`src/rtl/reg_file_pkg.sv`:
```
// Shared defaults for the register file with scoreboard: data/address widths
// and the index of the hardwired-zero register.
package reg_file_pkg;
   localparam int DEFAULT_DATA_W = 64;
   localparam int DEFAULT_ADDR_W = 5;
   localparam int XZR_INDEX      = 31;
endpackage

```
`src/rtl/reg_scoreboard.sv`:
```
// Busy-bit scoreboard: one pending-write flag per register, set at issue and
// cleared at writeback, with set taking priority when both hit the same edge.
module reg_scoreboard
   import reg_file_pkg::*;
#(
   parameter int ADDR_W   = DEFAULT_ADDR_W,
   parameter int ZERO_REG = XZR_INDEX
) (
   input  logic              clock,
   input  logic              reset,
   input  logic              issue_valid,
   input  logic [ADDR_W-1:0] issue_address,
   input  logic              wb_valid,
   input  logic [ADDR_W-1:0] wb_address,
   input  logic [ADDR_W-1:0] rd_address1,
   input  logic [ADDR_W-1:0] rd_address2,
   output logic              busy1,
   output logic              busy2
);
   localparam int                NREGS     = 2 ** ADDR_W;
   localparam logic [ADDR_W-1:0] ZERO_ADDR = ADDR_W'(ZERO_REG);

   logic [NREGS-1:0] busy_r;

   // Per-register busy flag update; an issue to the zero register never sets it.
   always_ff @(posedge clock or posedge reset) begin
      if (reset) begin
         busy_r <= '0;
      end else begin
         for (int i = 0; i < NREGS; i++) begin
            if (issue_valid && (issue_address == ADDR_W'(i)) && (issue_address != ZERO_ADDR)) begin
               busy_r[i] <= 1'b1;
            end else if (wb_valid && (wb_address == ADDR_W'(i))) begin
               busy_r[i] <= 1'b0;
            end
         end
      end
   end

   // Raw busy lookup for both read ports, zero register never busy.
   always_comb begin
      busy1 = 1'b0;
      busy2 = 1'b0;
      if (rd_address1 != ZERO_ADDR) begin
         busy1 = busy_r[rd_address1];
      end else begin
         busy1 = 1'b0;
      end
      if (rd_address2 != ZERO_ADDR) begin
         busy2 = busy_r[rd_address2];
      end else begin
         busy2 = 1'b0;
      end
   end
endmodule

```
`src/rtl/reg_file_sb.sv`:
```
// Two-read/one-write register file with hardwired-zero register, optional
// write-to-read forwarding and a busy-bit scoreboard driving the stall output.
module reg_file_sb
   import reg_file_pkg::*;
#(
   parameter int DATA_W   = DEFAULT_DATA_W,
   parameter int ADDR_W   = DEFAULT_ADDR_W,
   parameter int ZERO_REG = XZR_INDEX,
   parameter int BYPASS   = 1
) (
   input  logic              CLOCK,
   input  logic              RESET,
   input  logic [ADDR_W-1:0] readAddress1,
   input  logic [ADDR_W-1:0] readAddress2,
   output logic [DATA_W-1:0] regData1,
   output logic [DATA_W-1:0] regData2,
   input  logic              regWrite,
   input  logic [ADDR_W-1:0] writeAddress,
   input  logic [DATA_W-1:0] writeData,
   input  logic              issueValid,
   input  logic [ADDR_W-1:0] issueAddress,
   output logic              busy1,
   output logic              busy2,
   output logic              stall
);
   localparam int                NREGS     = 2 ** ADDR_W;
   localparam logic [ADDR_W-1:0] ZERO_ADDR = ADDR_W'(ZERO_REG);
   localparam logic              BYP_EN    = (BYPASS != 0);

   logic [DATA_W-1:0] regs_r [NREGS];
   logic              sb_busy1_s;
   logic              sb_busy2_s;
   logic              hit1_s;
   logic              hit2_s;

   // Register storage; writes to the zero register are dropped.
   always_ff @(posedge CLOCK or posedge RESET) begin
      if (RESET) begin
         for (int i = 0; i < NREGS; i++) begin
            regs_r[i] <= '0;
         end
      end else if (regWrite && (writeAddress != ZERO_ADDR)) begin
         regs_r[writeAddress] <= writeData;
      end
   end

   reg_scoreboard #(
      .ADDR_W   (ADDR_W),
      .ZERO_REG (ZERO_REG)
   ) u_scoreboard (
      .clock         (CLOCK),
      .reset         (RESET),
      .issue_valid   (issueValid),
      .issue_address (issueAddress),
      .wb_valid      (regWrite),
      .wb_address    (writeAddress),
      .rd_address1   (readAddress1),
      .rd_address2   (readAddress2),
      .busy1         (sb_busy1_s),
      .busy2         (sb_busy2_s)
   );

   // Forwarding hits; a zero-register address never forwards.
   always_comb begin
      hit1_s = BYP_EN && regWrite && (writeAddress == readAddress1) && (readAddress1 != ZERO_ADDR);
      hit2_s = BYP_EN && regWrite && (writeAddress == readAddress2) && (readAddress2 != ZERO_ADDR);
   end

   // Read port 1 data and busy, forced quiet while in reset.
   always_comb begin
      regData1 = '0;
      busy1    = 1'b0;
      if (RESET || (readAddress1 == ZERO_ADDR)) begin
         regData1 = '0;
         busy1    = 1'b0;
      end else if (hit1_s) begin
         regData1 = writeData;
         busy1    = 1'b0;
      end else begin
         regData1 = regs_r[readAddress1];
         busy1    = sb_busy1_s;
      end
   end

   // Read port 2 data and busy, mirror of port 1.
   always_comb begin
      regData2 = '0;
      busy2    = 1'b0;
      if (RESET || (readAddress2 == ZERO_ADDR)) begin
         regData2 = '0;
         busy2    = 1'b0;
      end else if (hit2_s) begin
         regData2 = writeData;
         busy2    = 1'b0;
      end else begin
         regData2 = regs_r[readAddress2];
         busy2    = sb_busy2_s;
      end
   end

   assign stall = busy1 | busy2;
endmodule

```
`config.mk`:
```
export PLATFORM = sky130hd
export DESIGN_NAME = reg_file_sb
export DESIGN_NICKNAME = d
export VERILOG_FILES = /design/src/rtl/reg_file_pkg.sv /design/src/rtl/reg_scoreboard.sv /design/src/rtl/reg_file_sb.sv
export SDC_FILE = /design/constraint.sdc
export NUM_CORES = 2
export LEC_CHECK = 0
export CAP_MARGIN = 20
export CORE_MARGIN = 10
export CORE_UTILIZATION = 40
export CTS_CLUSTER_DIAMETER = 30
export CTS_CLUSTER_SIZE = 40
export DETAILED_ROUTE_END_ITERATION = 8
export GPL_ROUTABILITY_DRIVEN = 0
export MAX_ROUTING_LAYER = met4
export PLACE_DENSITY_LB_ADDON = 0.2
export SYNTH_ARGS = -nofsm -noshare
export SYNTH_HDL_FRONTEND = slang
export SYNTH_SLANG_ARGS = --single-unit
export TNS_END_PERCENT = 20
```
`constraint.sdc`:
```
create_clock -name CLOCK -period 147.9 [get_ports CLOCK]
set_input_delay 36.975 -clock CLOCK [delete_from_list [all_inputs] [get_ports CLOCK]]
set_output_delay 36.975 -clock CLOCK [all_outputs]
set_load 0.02 [all_outputs]
```
==> metrics.cfg <==
[clock_tree]
cts_buffers=525
root_buffer=clkbuf_16
cts.clk_slew.worst_paths_ps=40
clock_path_buffers=4
cts_sinks=2080
postCtsSetupBuffers=0
cts_tree=yes
cts_hold_buf=0
h-tree-depth=6
ctsResizeCount=0
clk_latency_ps=890

[yosys]
synth_top_area_frac=0.462
synth_area_um2=113000
yosysTopAreaCell=dfrtp_1
syn-instance-count=7572
async_flop_share=1.00
synth_area_leaders=dfrtp_1 46%, mux2_2 20%, mux4_2 19%
postSynthAreaPerCell_um2=14.9
synth_edf_count=0
yosysWarnings=0
synth_cell_types=69
ys.flop_type=dfrtp_1
yosys-top-cells-count=2080 x dfrtp_1, 2017 x mux2_2, 943 x mux4_2, 520 x clkbuf_1, 488 x mux2i_1
synth.most_common_cell=dfrtp_1
yosysSeqAreaShare=0.462
syn_nets=7660
ys_ff_latch=2080

[detailed_routing]
vias=75800
via_per_inst=6.39
first_iter_violations=7679
wire_per_inst_um=34.6
wl_um=410000
first_pass_iters=6
drc=0
drtAntennaViolNets=0

[setup_path]
arrival_ps=42210
worstSetupPathType=input pin to primary output
cp.required_ps=110930
crit_fanout=55
cp-end-kind=primary output
worstSetupStartpointType=input pin

[sta]
finalSetupViolations=0
maxSlewViolCount=0
slew_headroom=0.174
setup_tns_ps=0
fin_crit_sh=0.535
fmaxAchievable_mhz=12.6
period_needed_ps=79190
worstMarginPinSlew_ps=1240
hold_viol=0
hold_ws_ps=392
rsz0062_at_grt=false
skew_ps=0

[power]
switchingPower_uw=600
power_density_nw_per_um2=16.9
peakVddDrop_mv=0.00971
seq_power_share=0.330
power_frac_clock=0.515
leakagePower_uw=0.0590
p_int_uw=1710
p_sw_frac=0.260
pwr-share-comb=0.155

[global_route]
grt_pass1_wl_um=588000
grt.total_usage=0.272
antenna_found_initial=33
grt_max_degree=162
grt_pass1_vias=79300
gr-total-overflow=0

[layout]
multi_input_area_um2=56500
final_nets=7765
seqCellArea_um2=52000
drive_gt1_frac=0.517
fill_cells=23800
area_growth_pct=21.1

[floorplan]
core_area_um2=280000
io_pins=219
start_util=0.403
dieArea_um2=303000
die_y_um=551
die_w_um=551
rows=194

[outcome]
status=finished, final reports clean

[min_path]
hold_path_class=flop to flop

[place]
place_hpwl_um=224000
port_buffers=218

[run]
maxCapViolCount=0

## through the flow
stage	setup slack (ps)	area (um2)	total power, uW	instances	util
2_1_floorplan	21390	113000	1020	7572	-
3_3_place_gp	68530	117000	1100	10800	0.419
3_5_place_dp	68580	117000	1120	10800	0.419
4_1_cts	68570	136000	2310	11800	0.485
5_1_grt	68270	137000	2390	11800	0.488
6_report	68710	137000	2310	11900	0.488
## cells in the final DEF, fill, tap and decap left out, types with 33 or more instances in the layout
| cell type | n |
|---|---|
| clkinv_2 | 91 |
| clkbuf_1 | 56 |
| clkbuf_16 | 540 |
| a22oi_1 | 38 |
| mux2_2 | 2017 |
| nor2_1 | 107 |
| mux4_2 | 943 |
| a21oi_1 | 40 |
| a211oi_1 | 68 |
| o21ai_0 | 101 |
| buf_4 | 207 |
| clkbuf_8 | 86 |
| bufinv_16 | 62 |
| clkinvlp_4 | 40 |
| dfrtp_1 | 2080 |
| nand2_1 | 133 |
| a221oi_1 | 171 |
| nand2b_1 | 39 |
| nand3_1 | 77 |
| clkdlybuf4s50_1 | 208 |
| mux2i_1 | 488 |
| inv_6 | 33 |
## worst max-delay path, stage by stage
cell	delay, ps
buf_8	440
buf_4	580
buf_4	720
buf_4	610
buf_4	700
mux4_2	600
and2_1	170
a2111oi_0	460
o41ai_1	180
clkdlybuf4s50_1	590
## sequential cells by signal, indices dropped and copies added (netlist names)
register             flops
u_scoreboard.busy_r     32
regs_r                2048
## metal layers
| metal | GRT usage | up-vias | part of all wire |
|---|---|---|---|
| met1 | 0.361 | 41600 | 0.42 |
| met5 | - | - | 0 |
| li1 | - | 29900 | - |
| met2 | 0.412 | 3471 | 0.46 |
| met3 | 0.0580 | 850 | 0.076 |
| met4 | 0.0978 | 0 | 0.037 |
## kinds of logic (layout without fill, tap and decap cells)
logic type / after synthesis / after routing / share of synthesized area
AO/OA/AOI/OAI: 632 / 632 / 0.0431
XOR/XNOR: 10 / 10 / 0.000777
buffers and inverters: 901 / 1427 / 0.0402
flip-flops: 2080 / 2080 / 0.462
multiplexers: 3448 / 3448 / 0.433
other: 0 / 29 / 0
AND/OR/NAND/NOR: 501 / 501 / 0.0209
## cell type report
type / count / share of cell area
tap: 3724 / 0.0341
inverter: 9 / 0.000522
clock buffer: 679 / 0.109
clock inverter: 269 / 0.0262
antenna: 29 / 0.000532
sequential: 2080 / 0.381
multi-input combinational: 4591 / 0.414
timing repair buffer: 470 / 0.0350
## worst paths after layout
kind                                endpoint            start  cells after the start  slack, ps
worst max-delay path            regData1[26]  readAddress1[0]                     10      68710
worst min-delay path              regs_r[54]       regs_r[54]                      0        390
worst max register to register   regs_r[527]      regs_r[527]                      1     147090
worst min register to register    regs_r[54]       regs_r[54]                      0        390
max in group asynchronous        regs_r[847]            RESET                      8     105410
min in group asynchronous       regs_r[1990]            RESET                      2      37100
## power groups by stage
stage / clock network, uW / logic [uW] / registers (uW)
6_report: 1190 / 358 / 760
3_5_place_dp: 0 / 355 / 763
2_1_floorplan: 0 / 278 / 743
4_1_cts: 1200 / 357 / 756
3_3_place_gp: 0 / 348 / 756
5_1_grt: 1230 / 382 / 773
No activity file was read; power rests on OpenSTA's default activity.
